[config.mk]
export PLATFORM = sky130hd
export DESIGN_NAME = sequencer_adc_sample_capture_flat
export DESIGN_NICKNAME = d
export VERILOG_FILES = /design/src/rtl/sequencer_adc_sample_capture_if.sv /design/src/rtl/sequencer_adc_sample_capture.sv /design/src/flat_wrapper.sv
export SDC_FILE = /design/constraint.sdc
export NUM_CORES = 1
export LEC_CHECK = 0
export BUFFER_PORTS_ARGS = -buffer_cell sky130_fd_sc_hd__buf_2
export CAP_MARGIN = 20
export CORE_MARGIN = 2
export CORE_UTILIZATION = 53
export DETAILED_ROUTE_END_ITERATION = 16
export GPL_ROUTABILITY_DRIVEN = 0
export PLACE_DENSITY = 0.85
export SLEW_MARGIN = 40
export SYNTH_ARGS = -nofsm -noshare
export SYNTH_HDL_FRONTEND = slang
export SYNTH_SLANG_ARGS = --single-unit
[constraint.sdc]
create_clock -name clock -period 1.9 [get_ports clock]
set_clock_uncertainty 0.2 [all_clocks]
set_input_delay 0.095 -clock clock [delete_from_list [all_inputs] [get_ports clock]]
set_output_delay 0.095 -clock clock [all_outputs]
set_load 0.01 [all_outputs]
[src/rtl/sequencer_adc_sample_capture_if.sv]
// -----------------------------------------------------------------------------
// sequencer_adc_sample_capture_if
// Avalon-ST response stream from the ADC sequencer core. The stream has no
// backpressure, so every beat with rsp_valid=1 is consumed by the receiver.
//   rsp_valid    beat valid
//   rsp_channel  physical ADC channel of the beat
//   rsp_data     raw 12-bit ADC code
//   rsp_sop      first beat of a scan
//   rsp_eop      last beat of a scan
// Modports: master (sequencer side, drives), slave (capture side, receives).
// -----------------------------------------------------------------------------
interface sequencer_adc_sample_capture_if;
    logic        rsp_valid;
    logic [4:0]  rsp_channel;
    logic [11:0] rsp_data;
    logic        rsp_sop;
    logic        rsp_eop;

    modport master (
        output rsp_valid, rsp_channel, rsp_data, rsp_sop, rsp_eop
    );

    modport slave (
        input rsp_valid, rsp_channel, rsp_data, rsp_sop, rsp_eop
    );
endinterface

[src/rtl/sequencer_adc_sample_capture.sv]
// -----------------------------------------------------------------------------
// sequencer_adc_sample_capture
// Maps physical ADC channels onto logical rails (0 = VIN, 1..VRAILS = VOUT),
// holds the latest level per rail, and flags rails whose samples stop arriving.
//
// Ports:
//   clock, reset_n   system clock, asynchronous active-low reset
//   rsp              ADC response stream (slave modport)
//   clear_err        clears the sticky stale_err flag
//   vrail_level      published levels, rail i at [12*i +: 12]
//   vrail_update     one-cycle pulse per rail when its level is republished
//   vrail_valid      rail published and not stale
//   scan_done        one-cycle pulse after an eop beat
//   stale_err        sticky; a valid rail went stale
//
// Optional feature macro: ADC_AVERAGE_EN -- when defined, each rail publishes
// the average of every four accepted samples instead of each raw sample.
// -----------------------------------------------------------------------------
module sequencer_adc_sample_capture #(
    parameter int VRAILS       = 6,
    parameter int ADC_CHANS    = 17,
    parameter int ADC_CHAN_MAP [0:ADC_CHANS-1] =
        '{199, 0, 1, 2, 3, 4, 5, 199, 6, 199, 199, 199, 199, 199, 199, 199, 199},
    parameter int STALE_CYCLES = 100000
) (
    input  logic                       clock,
    input  logic                       reset_n,
    sequencer_adc_sample_capture_if.slave rsp,
    input  logic                       clear_err,
    output logic [12*(VRAILS+1)-1:0]   vrail_level,
    output logic [VRAILS:0]            vrail_update,
    output logic [VRAILS:0]            vrail_valid,
    output logic                       scan_done,
    output logic                       stale_err
);

    localparam int DATA_W = 12;
    localparam int NR     = VRAILS + 1;
    localparam int CNT_W  = $clog2(STALE_CYCLES + 1);
    localparam logic [CNT_W-1:0] CNT_MAX = CNT_W'(STALE_CYCLES);
    // Count value one edge before expiry; the expiring edge is the one that
    // would move the counter from here to CNT_MAX.
    localparam logic [CNT_W-1:0] CNT_PRE = CNT_W'(STALE_CYCLES - 1);

    function automatic logic [CNT_W-1:0] sat_inc(input logic [CNT_W-1:0] c);
        return (c == CNT_MAX) ? c : c + 1'b1;
    endfunction

`ifdef ADC_AVERAGE_EN
    // Three 12-bit samples plus the fourth fit in 14 bits, so no overflow.
    function automatic logic [DATA_W-1:0] avg4(input logic [13:0] acc,
                                               input logic [DATA_W-1:0] d);
        logic [13:0] sum;
        sum = acc + 14'(d);
        return sum[13:2];
    endfunction

    logic [13:0] acc      [NR];
    logic [1:0]  samp_cnt [NR];
`endif

    logic [CNT_W-1:0] stale_cnt [NR];
    logic [NR-1:0]    hit_p0;
    logic [NR-1:0]    expire_p0;
    logic             err_set_p0;

    // Framing is not checked, so sop carries no information here.
    logic unused_sop;
    assign unused_sop = rsp.rsp_sop;

    // ---- stage p0: decode channel to rail, detect expiry ----
    always_comb begin
        hit_p0    = '0;
        expire_p0 = '0;
        for (int r = 0; r < NR; r++) begin
            for (int c = 0; c < ADC_CHANS; c++) begin
                if (rsp.rsp_valid && (int'(rsp.rsp_channel) == c) &&
                    (ADC_CHAN_MAP[c] == r))
                    hit_p0[r] = 1'b1;
            end
            // A beat arriving on the expiry cycle wins over the expiry.
            expire_p0[r] = !hit_p0[r] && (stale_cnt[r] == CNT_PRE);
        end
        err_set_p0 = |(expire_p0 & vrail_valid);
    end

    // ---- stage p1: registered rail state and outputs ----
    always_ff @(posedge clock or negedge reset_n) begin
        if (!reset_n) begin
            vrail_level  <= '0;
            vrail_update <= '0;
            vrail_valid  <= '0;
            scan_done    <= 1'b0;
            stale_err    <= 1'b0;
            for (int r = 0; r < NR; r++) begin
                stale_cnt[r] <= '0;
`ifdef ADC_AVERAGE_EN
                acc[r]       <= '0;
                samp_cnt[r]  <= '0;
`endif
            end
        end else begin
            scan_done <= rsp.rsp_valid & rsp.rsp_eop;
            // A new stale event beats a simultaneous clear.
            stale_err <= err_set_p0 | (stale_err & ~clear_err);
            for (int r = 0; r < NR; r++) begin
                vrail_update[r] <= 1'b0;
                if (hit_p0[r]) begin
                    stale_cnt[r] <= '0;
`ifdef ADC_AVERAGE_EN
                    if (samp_cnt[r] == 2'd3) begin
                        vrail_level[DATA_W*r +: DATA_W] <= avg4(acc[r], rsp.rsp_data);
                        vrail_update[r] <= 1'b1;
                        vrail_valid[r]  <= 1'b1;
                        acc[r]          <= '0;
                        samp_cnt[r]     <= '0;
                    end else begin
                        acc[r]      <= acc[r] + 14'(rsp.rsp_data);
                        samp_cnt[r] <= samp_cnt[r] + 1'b1;
                    end
`else
                    vrail_level[DATA_W*r +: DATA_W] <= rsp.rsp_data;
                    vrail_update[r] <= 1'b1;
                    vrail_valid[r]  <= 1'b1;
`endif
                end else begin
                    stale_cnt[r] <= sat_inc(stale_cnt[r]);
                    if (expire_p0[r]) begin
                        vrail_valid[r] <= 1'b0;
`ifdef ADC_AVERAGE_EN
                        acc[r]         <= '0;
                        samp_cnt[r]    <= '0;
`endif
                    end
                end
            end
        end
    end

endmodule

[src/flat_wrapper.sv]
// flat-port wrapper written by rule: the top's interface ports become plain ports
module sequencer_adc_sample_capture_flat 
#(
    parameter int VRAILS       = 6,
    parameter int ADC_CHANS    = 17,
    parameter int ADC_CHAN_MAP [0:ADC_CHANS-1] =
        '{199, 0, 1, 2, 3, 4, 5, 199, 6, 199, 199, 199, 199, 199, 199, 199, 199},
    parameter int STALE_CYCLES = 100000
)
  (clock, reset_n, clear_err, vrail_level, vrail_update, vrail_valid, scan_done, stale_err, rsp_rsp_valid, rsp_rsp_channel, rsp_rsp_data, rsp_rsp_sop, rsp_rsp_eop);
  sequencer_adc_sample_capture_if rsp_i ();
  input  logic clock;
  input  logic reset_n;
  input  logic clear_err;
  output logic [12*(VRAILS+1)-1:0] vrail_level;
  output logic [VRAILS:0] vrail_update;
  output logic [VRAILS:0] vrail_valid;
  output logic scan_done;
  output logic stale_err;
  input wire logic [$bits(rsp_i.rsp_valid)-1:0] rsp_rsp_valid;
  input wire logic [$bits(rsp_i.rsp_channel)-1:0] rsp_rsp_channel;
  input wire logic [$bits(rsp_i.rsp_data)-1:0] rsp_rsp_data;
  input wire logic [$bits(rsp_i.rsp_sop)-1:0] rsp_rsp_sop;
  input wire logic [$bits(rsp_i.rsp_eop)-1:0] rsp_rsp_eop;
  assign rsp_i.rsp_valid = rsp_rsp_valid;
  assign rsp_i.rsp_channel = rsp_rsp_channel;
  assign rsp_i.rsp_data = rsp_rsp_data;
  assign rsp_i.rsp_sop = rsp_rsp_sop;
  assign rsp_i.rsp_eop = rsp_rsp_eop;
  sequencer_adc_sample_capture #(.VRAILS(VRAILS), .ADC_CHANS(ADC_CHANS), .ADC_CHAN_MAP(ADC_CHAN_MAP), .STALE_CYCLES(STALE_CYCLES)) u_core (.clock(clock), .reset_n(reset_n), .rsp(rsp_i), .clear_err(clear_err), .vrail_level(vrail_level), .vrail_update(vrail_update), .vrail_valid(vrail_valid), .scan_done(scan_done), .stale_err(stale_err));
endmodule
# After elaboration in Yosys (flattened, before gate mapping)
# Cells that the tools add are included.
dict set report op_classes {
  addsub 7
  n_mul 0
  div_mod_pow 0
  n_lt_le_gt_ge 0
  n_eq_ne 28
  n_shift 0
  mux 42
  n_bitwise 5
  n_reduce_logical 29
}
# cell count
set ops {}
lappend ops {{17-bit == test, second input constant} 14}
lappend ops {{17-bit 2-to-1 mux} 14}
lappend ops {{17-bit by 1-bit adder with 17-bit output, second input constant} 7}
lappend ops {{1-bit 2-to-1 mux} 28}
lappend ops {{5-bit by 4-bit == test with 1-bit output, second input constant} 3}
lappend ops {{1-bit logical AND} 14}
lappend ops {{2-bit by 1-bit != test with 1-bit output, second input constant} 7}
lappend ops {{2-bit nonzero test} 7}
lappend ops {{5-bit by 3-bit == test with 1-bit output, second input constant} 2}
lappend ops {{7-bit AND} 1}
lappend ops {{1-bit zero test} 7}
lappend ops {{7-bit OR reduction} 1}
lappend ops {{5-bit by 2-bit == test with 1-bit output, second input constant} 1}
lappend ops {{5-bit == test, second input constant} 1}
lappend ops {{1-bit AND} 2}
lappend ops {{1-bit NOT} 1}
lappend ops {{1-bit bitwise OR} 1}
dict set report word_totals {
  reg_bits 219
  latch_bits 0
  mem_bits_rw 0
  mem_bits_ro 0
  inputBits 23
  out_inout_bits 100
  word_cells 135
  memories 0
}

# Depth between registers and ports, before layout
# Gate-level depths: netlist of the first run.
dict set report depth {
  depth_word 8
  ltp_mapped 7
  mapped_depth_nobuf 7
}

# Worst setup path before layout of the first run
# OpenSTA, ideal clock, no wires.
dict set report synth_path {
  path_kind {reg2reg}
  start {register u_core.stale_cnt[85] in the netlist's numbering}
  end {register u_core.stale_err}
  setup_time_ns 0.143
  t_arrival_ns 1.453
  t_required_ns 1.557
  slack_ns 0.104
  path_stages_with_launch 8
  path_buffers 1
  synth_period_minus_slack_ns 1.796
  path_cell_list {dfrtp_1 ha_1 and4_1 buf_2 nand2_1 nor4b_1 a2111oi_2 nand4_1}
}
dict set report synth_via {
  elab_chain_len 5
}
# item line_no
set synth_lines {}
lappend synth_lines {{from (decl)} sequencer_adc_sample_capture.sv:62} ;# logic [CNT_W-1:0] stale_cnt [NR];
lappend synth_lines {{from (signal, indexed assignment)} sequencer_adc_sample_capture.sv:127} ;# stale_cnt[r] <= sat_inc(stale_cnt[r]);
lappend synth_lines {{17-bit == test} sequencer_adc_sample_capture.sv:82} ;# expire_p0[r] = !hit_p0[r] && (stale_cnt[r] == CNT_PRE);
lappend synth_lines {{1-bit logical AND} sequencer_adc_sample_capture.sv:82}
lappend synth_lines {{7-bit AND} sequencer_adc_sample_capture.sv:84} ;# err_set_p0 = |(expire_p0 & vrail_valid);
lappend synth_lines {{7-bit OR reduction} sequencer_adc_sample_capture.sv:84}
lappend synth_lines {{1-bit bitwise OR} sequencer_adc_sample_capture.sv:105} ;# stale_err <= err_set_p0 | (stale_err & ~clear_err);
lappend synth_lines {{to (signal assigned)} sequencer_adc_sample_capture.sv:105}
lappend synth_lines {{to (decl)} sequencer_adc_sample_capture.sv:34} ;# output logic stale_err
# Every way passes these cells.
# A chain may end at the register's enable or synchronous reset.

# Worst setup path in the final report of the first run
dict set report layout_path {
  start {register u_core.stale_cnt[18] in the netlist's numbering}
  end {register u_core.stale_cnt[31] in the netlist's numbering}
}
dict set report layout_via {
  elab_chain_len 3
  word_cells_on_any_way 5
  cone_classes {add/sub: 1; eq/ne: 2; mux: 2}
}
# item line_no
set layout_lines {}
lappend layout_lines {{17-bit by 1-bit adder with 17-bit output} sequencer_adc_sample_capture.sv:46} ;# return (c == CNT_MAX) ? c : c + 1'b1;
lappend layout_lines {{17-bit 2-to-1 mux} sequencer_adc_sample_capture.sv:46}
lappend layout_lines {{17-bit 2-to-1 mux} sequencer_adc_sample_capture.sv:108} ;# if (hit_p0[r]) begin
# Several ways; a longest one is shown, not always the timed one. The select of a mux whose other input is x is not followed.

==> results of run 1 <==
per-layer routing:
| layer | track usage [%] | up-vias |
|---|---|---|
| met5 | 0 | - |
| met4 | 6.895 | 0 |
| met3 | 5.808 | 48 |
| met2 | 39.60 | 226 |
| met1 | 30.70 | 3761 |
| li1 | - | 3440 |
kinds of logic (layout without fill, tap and decap cells):
kind of cell / count (synthesis) / count (layout) / synth area share, %
buffers and inverters: 51 / 266 / 2.247
adders and majority gates: 14 / 14 / 1.758
DFF: 219 / 219 / 54.99
AOI/OAI and AO/OA: 48 / 48 / 2.662
muxes: 91 / 91 / 10.19
and+or+nand+nor: 366 / 366 / 20.33
xor gates and xnor gates: 89 / 89 / 7.822
power by group:
part / leakage [uW] / internal, uW / switching (uW)
Clock: 0.000407 / 2910 / 1890
Combinational: 0.00266 / 1440 / 1490
Sequential: 0.00280 / 5650 / 1020
path summary, 6_finish.rpt:
path	from	to	slack (ns)	cells past startpoint
max in group asynchronous	reset_n	u_core.vrail_level[64]	0.36	4
worst max register to register	u_core.stale_cnt[18]	u_core.stale_cnt[31]	0.02	7
worst min-delay path	rsp_rsp_channel[4]	u_core.vrail_update[3]	0.03	4
min in group asynchronous	reset_n	u_core.vrail_level[14]	0.48	3
worst min register to register	u_core.vrail_level[67]	u_core.vrail_level[67]	0.30	1
worst max-delay path	u_core.stale_cnt[18]	u_core.stale_cnt[31]	0.02	7
state kept, by name, summed over array words and instances (netlist names):
signal / flops
u_core.stale_cnt: 119
u_core.vrail_level: 84
u_core.scan_done: 1
u_core.vrail_update: 7
u_core.vrail_valid: 7
u_core.stale_err: 1
placed cells by master, fill, tap and decap left out, types with 6 or more instances in the layout:
master and instances:
and3_1 14, nor2_1 111, buf_2 120, o21ai_0 18, xnor2_1 21, ha_1 11, and2_1 6, inv_1 22
or3_1 19, mux2_2 84, mux2i_1 7, clkbuf_16 25, nor4_1 7, buf_12 11, dfrtp_1 218, nand2b_1 11
nor3_1 15, a21oi_1 22, xor2_1 67, nand2_1 49, clkbuf_8 6, nand3_1 41, nand4_1 28, buf_4 46
dlygate4sd3_1 21, and3_4 6
worst max-delay path, cell delays in order (launching register included):
cell      delay, ns
dfrtp_1        0.36
ha_1           0.22
nand4_2        0.13
nor3_2         0.17
nand2b_1       0.14
buf_4          0.17
o21ai_0        0.23
a21oi_1        0.12
stage by stage:
step	setup WS (ns)	util (%)	power (uW)	cell area [sq um]	cells
global placement	-0.07035	60.62	9240	11260	1254
finish	0.02483	67.27	14390	12500	1327
global route	-0.06234	67.27	15110	12500	1327
floorplan	0.1040	-	8201	9966	878
CTS	0.002032	66.45	14320	12350	1321
detailed placement	-0.06924	60.62	9436	11260	1254
cell type report:
class	count	area, sq um
clock buffers	34	719.4
clock inverters	10	108.9
fillers	1239	6081
inverters	22	82.58
multi-input cells	608	4410
flip-flops and latches	219	5482
well taps	234	292.8
repair buffers	200	1404
what timing repair did:
action / in CTS / in global routing
endpoints found under the setup margin: 2 / 31
endpoints found under the hold margin: 349 / 0
buffers inserted: 1 / 6
hold buffers: 22 / 0
resized for setup: 5 / 26
pin swaps: 1 / 13
==> impl_results.md, run 1 <==
* VDD IR max at 0.8984 mV
* Layout area overhead at 25.42%
* Routed wl met3 at 1639 um
* Largest net degree at the start of global routing at 73
* FMAX at 533.3 MHz
* Vias in the first global route at 7610
* Fraction of layout cells with a size suffix above 1 at 31.66%
* Hold slack at 0.03213 ns
* Remaining antenna violation count at 0
* Startpoint Class: flip-flop
* Antenna violations before repair at 0
* Setup repair after global routing missed its margin: true
* Row count at 50
* CTS root buf: clkbuf_16
* Crit path DAT at 2.06 ns
* Fin crit period at 1.875 ns
* Metal1 wirelength at 9835 um
* DR vias/cell at 5.633
* Top cells by area, synth: dfrtp_1 55%, mux2_2 9.5%, xor2_1 5.9%
* DIE WIDTH at 141.1 um
* Worst Tran Pin Value at 0.6096 ns
* Number of synthesized flops with an enable pin at 0
* Mapped Cells at 878
* Via count at 7475
* First-pass GRT wire length at 38170 um
* Wire per inst at 17.72 um
* Top cell type by total area after synthesis: dfrtp_1
* Met2 wire length at 11540 um
* Critical Path Sink Type: flip-flop
* Asr flop ratio synth at 100.0%
* Synth top area share at 54.99%
* Final period utilization at 98.69%
* Die ar. at 19920 sq um
* Static Leak at 0.005870 uW
* Detailed Route WL at 23510 um
* Syn_nets at 915
* Max-Cap Viols at 0
* CP Class: flip-flop to flip-flop
* Dpl hpwl at 15030 um
* DRT Pass-1 Iters at 5
* Max-slew violations at 0
* Final net count at 1112
* Synth top cells by count: 219 x dfrtp_1, 113 x nor2_1, 84 x mux2_2
* Starting Density at 53.64%
* Drc violations at 0
* Synthesized area per cell at 11.35 sq um
* Core Area at 18580 sq um
* Top-count cell post-synth: dfrtp_1
* Synth unique cells at 42
* Post-Syn Area at 9966 sq um
* Total track usage at 23.61%
* Final setup vio count at 0
* Synth warn at 0
* Crit-path max FO at 4
* Clk_lat worst skew at 0.51 ns
* Overflow after GRT at 0
* FF+latch count, synth at 219
* IO Pins at 123
* Relative slew slack at 59.36%
* Sink Count at 219
* CTS tree: done
* Setup TNS at 0 ns
* Main synth FF type: dfrtp_1
* DR iter-0 viols at 525
* Number of port buffers at 121
* Critical Path RT at 2.08 ns
* Clk buf depth at 3
* CTS buffer count at 24
* Final hold vios at 0
* Worst min path class: primary input to flip-flop
* Ant diodes at 0
* Register area share after synthesis at 54.99%
* Pwr Density at 1151 nW/um^2
* Worst-path clk slew at 0.06 ns
* Status: finished clean
* Top Layer Used: met4
* Die Y at 141.1 um
* H-Tree Depth at 1
(Power assumes the default switching activity.)
==> run 2: changes to the inputs <==
CORE_MARGIN = 1.5   (was 2)
REMOVE_ABC_BUFFERS = 1   (was unset)
==> run 2 against run 1 <==
Compared with the run above: die area down 1.4%; combinational power up 11%; wire length rose by 8.0%; critical path type unchanged; critical endpoint is now u_core.stale_err; count of clock-buffer cells in the layout up 1; cell area increased by 1.1%; worst setup slack worse by 0.15 ns; the run now ends with negative setup slack left.
==> impl_results.md, run 2 (same netlist as run 1, synthesis figures left out) <==
* Remaining antenna violation count at 0 (unchanged)
* Hold slack at 0.09756 ns (+0.06543 ns)
* Total track usage at 24.89% (+1.3 points)
* IO Pins at 123 (unchanged)
* DIE WIDTH at 140.1 um (-0.71%)
* Static Leak at 0.005927 uW (+0.97%)
* Detailed Route WL at 25400 um (+8.0%)
* Largest net degree at the start of global routing at 47 (-36%)
* Layout area overhead at 26.78%
* Non-Filler Instances at 1341 (+1.1%)
* CTS buffer count at 23 (-4.2%)
* Row count at 49 (-2.0%)
* Seq pwr share at 46.1% (-0.3 points)
* FMAX at 493.2 MHz (-7.5%)
* Slowest-stage cell, CP: dfrtp_1
* Final net count at 1133 (+1.9%)
* DRT Pass-1 Iters at 5 (unchanged)
* VDD IR max at 0.7585 mV (-16%)
* Final hold vios at 0 (unchanged)
* Overflow after GRT at 0 (unchanged)
* CTS tree: done
* Starting Density at 54.73% (+1.1 points)
* Top flop regs: u_core.stale_cnt x119, u_core.vrail_level x84
* Biggest register: u_core.stale_cnt
* Antenna violations before repair at 0 (unchanged)
* Combinational share of power at 22.4% (+2.1 points)
* Crit path DAT at 2.26 ns (+0.20 ns)
* CTS root buf: clkbuf_16
* Die Y at 140.1 um (-0.71%)
* Post-route setup slack at -0.1275 ns (-0.1523 ns)
* Max-slew violations at 0 (unchanged)
* H-Tree Depth at 1 (unchanged)
* DR iter-0 viols at 709 (+35%)
* Post-Layout Inst Area at 12630 sq um (+1.1%)
* Startpoint Class: flip-flop
* Number of port buffers at 121 (unchanged)
* Largest delay share family, worst path: simple AND/OR/NAND/NOR gates
* Worst Tran Pin Value at 0.3889 ns (-0.2207 ns)
* Fin crit period at 2.027 ns (+0.1523 ns)
* CP Cell Sequence: nor4bb_2 -> and4bb_2 -> nand3_1 -> or3b_1 -> nand4_1
* Clk buf depth at 3 (unchanged)
* Filler cells at 1174 (-5.2%)
* Vias in the first global route at 7822 (+2.8%)
* Drc violations at 0 (unchanged)
* Wire per inst at 18.94 um (+6.9%)
* Relative slew slack at 74.07% (+15 points)
* Switching share of power at 30.97% (+0.44 points)
* Clk_lat worst skew at 0.50 ns (about the same)
* Worst min path class: primary input to flip-flop
* Dpl hpwl at 15000 um (-0.20%)
* Crit-path max FO at 4 (unchanged)
* Worst-path clk slew at 0.06 ns (about the same)
* Sink Count at 219 (unchanged)
* First-pass GRT wire length at 39390 um (+3.2%)
* Failing checks: negative setup slack
* Dpl cell area at 11320 sq um (+0.52%)
* Net Sw Power at 4482 uW (+2.0%)
* Critical Path RT at 2.13 ns (+0.05 ns)
* Core Area at 18210 sq um (-2.0%)
* Via count at 7751 (+3.7%)
* Max stage delay on crit path at 0.44 ns (+0.08 ns)
* Fraction of layout cells with a size suffix above 1 at 33.18% (+1.5 points)
* Buffers plus inverters on the worst setup path at 0 (-1)
* Die ar. at 19640 sq um (-1.4%)
* Critical Path Sink Type: flip-flop
* P_int at 9991 uW (about the same)
* Ant diodes at 0 (unchanged)
* Max-Cap Viols at 0 (unchanged)
* Setup TNS at -0.1281 ns (-0.1281 ns)
* Largest register FFs at 119 (unchanged)
* Power Total at 14470 uW (+0.57%)
* Status: complete, but fails checks
* Final period utilization at 106.7% (+8.0 points)
* Pwr Density at 1145 nW/um^2 (-0.51%)
* DR vias/cell at 5.780 (+2.6%)
* CP Class: flip-flop to flip-flop
* Setup repair after global routing missed its margin: true
* Clock Power Share at 31.5% (-1.8 points)
* Placed Instances at 1262 (+0.64%)
* Leading cell type in the layout, fill and taps excluded: dfrtp_1
* Most frequent cells in the layout: 217 x dfrtp_1, 120 x buf_2, 111 x nor2_1, 84 x mux2_2, 67 x xor2_1
* Final setup vio count at 2 (+2)
-- run 2: power groups by stage --
stage	logic [uW]	clock network (uW)	registers (uW)
floorplan	1440	0	6730
global placement	2810	0	6550
detailed placement	2960	0	6610
CTS	3060	4600	6570
global route	3580	4820	6800
finish	3240	4560	6670
-- run 2: metrics by stage --
| step | utilization (%) | worst slack [ns] |
|---|---|---|
| after detailed placement | 62.18 | -0.07937 |
| final | 69.39 | -0.1275 |
| after floorplan | - | -0.8334 |
| after global routing | 69.39 | -0.1708 |
| after CTS | 67.88 | 0.0004128 |
| after global placement | 62.18 | 0.02233 |
-- run 2: worst paths after layout --
check / from / endpoint / slack (ns) / cells past startpoint
setup reg to reg: u_core.stale_cnt[83] / u_core.stale_err / -0.13 / 5
min in group asynchronous: reset_n / u_core.vrail_level[65] / 0.43 / 3
hold reg to reg: u_core.vrail_level[77] / u_core.vrail_level[77] / 0.30 / 1
max in group asynchronous: reset_n / u_core.stale_cnt[36] / 0.46 / 4
hold / removal: rsp_rsp_valid / u_core.vrail_update[5] / 0.1 / 5
setup / recovery: u_core.stale_cnt[83] / u_core.stale_err / -0.13 / 5
-- run 2: worst reg2reg max path: cells and delay by family, from the launching register on --
kind          cells  cell delay (ns)
simple gates      5             1.32
flops             1             0.44
-- run 2: what timing repair did --
action | CTS | global route
gates resized for setup | 6 | 37
buffers inserted | 2 | 13
pin swaps | 1 | 12
hold buffers | 22 | 0
cloned | 0 | 1
hold endpoints to repair | 324 | 0
endpoints found under the setup margin | 4 | 53
-- run 2: final cells by class --
| type | instances | area (sq um) | share of cell area (%) |
|---|---|---|---|
| clock buffers | 35 | 680.7 | 5.387 |
| multi-input cells | 608 | 4452 | 35.23 |
| inverters | 22 | 87.58 | 0.6932 |
| flip-flops and latches | 219 | 5483 | 43.39 |
| clock inverters | 6 | 83.83 | 0.6635 |
| well taps | 229 | 286.5 | 2.268 |
| repair buffers | 222 | 1562 | 12.36 |
-- run 2: metal layers --
layer	vias up	GRT usage, %	wire [um]
li1	3485	-	-
met1	3906	32.89	10520
met2	296	41.76	12650
met3	64	3.624	1426
met4	0	9.917	804
met5	-	0	0
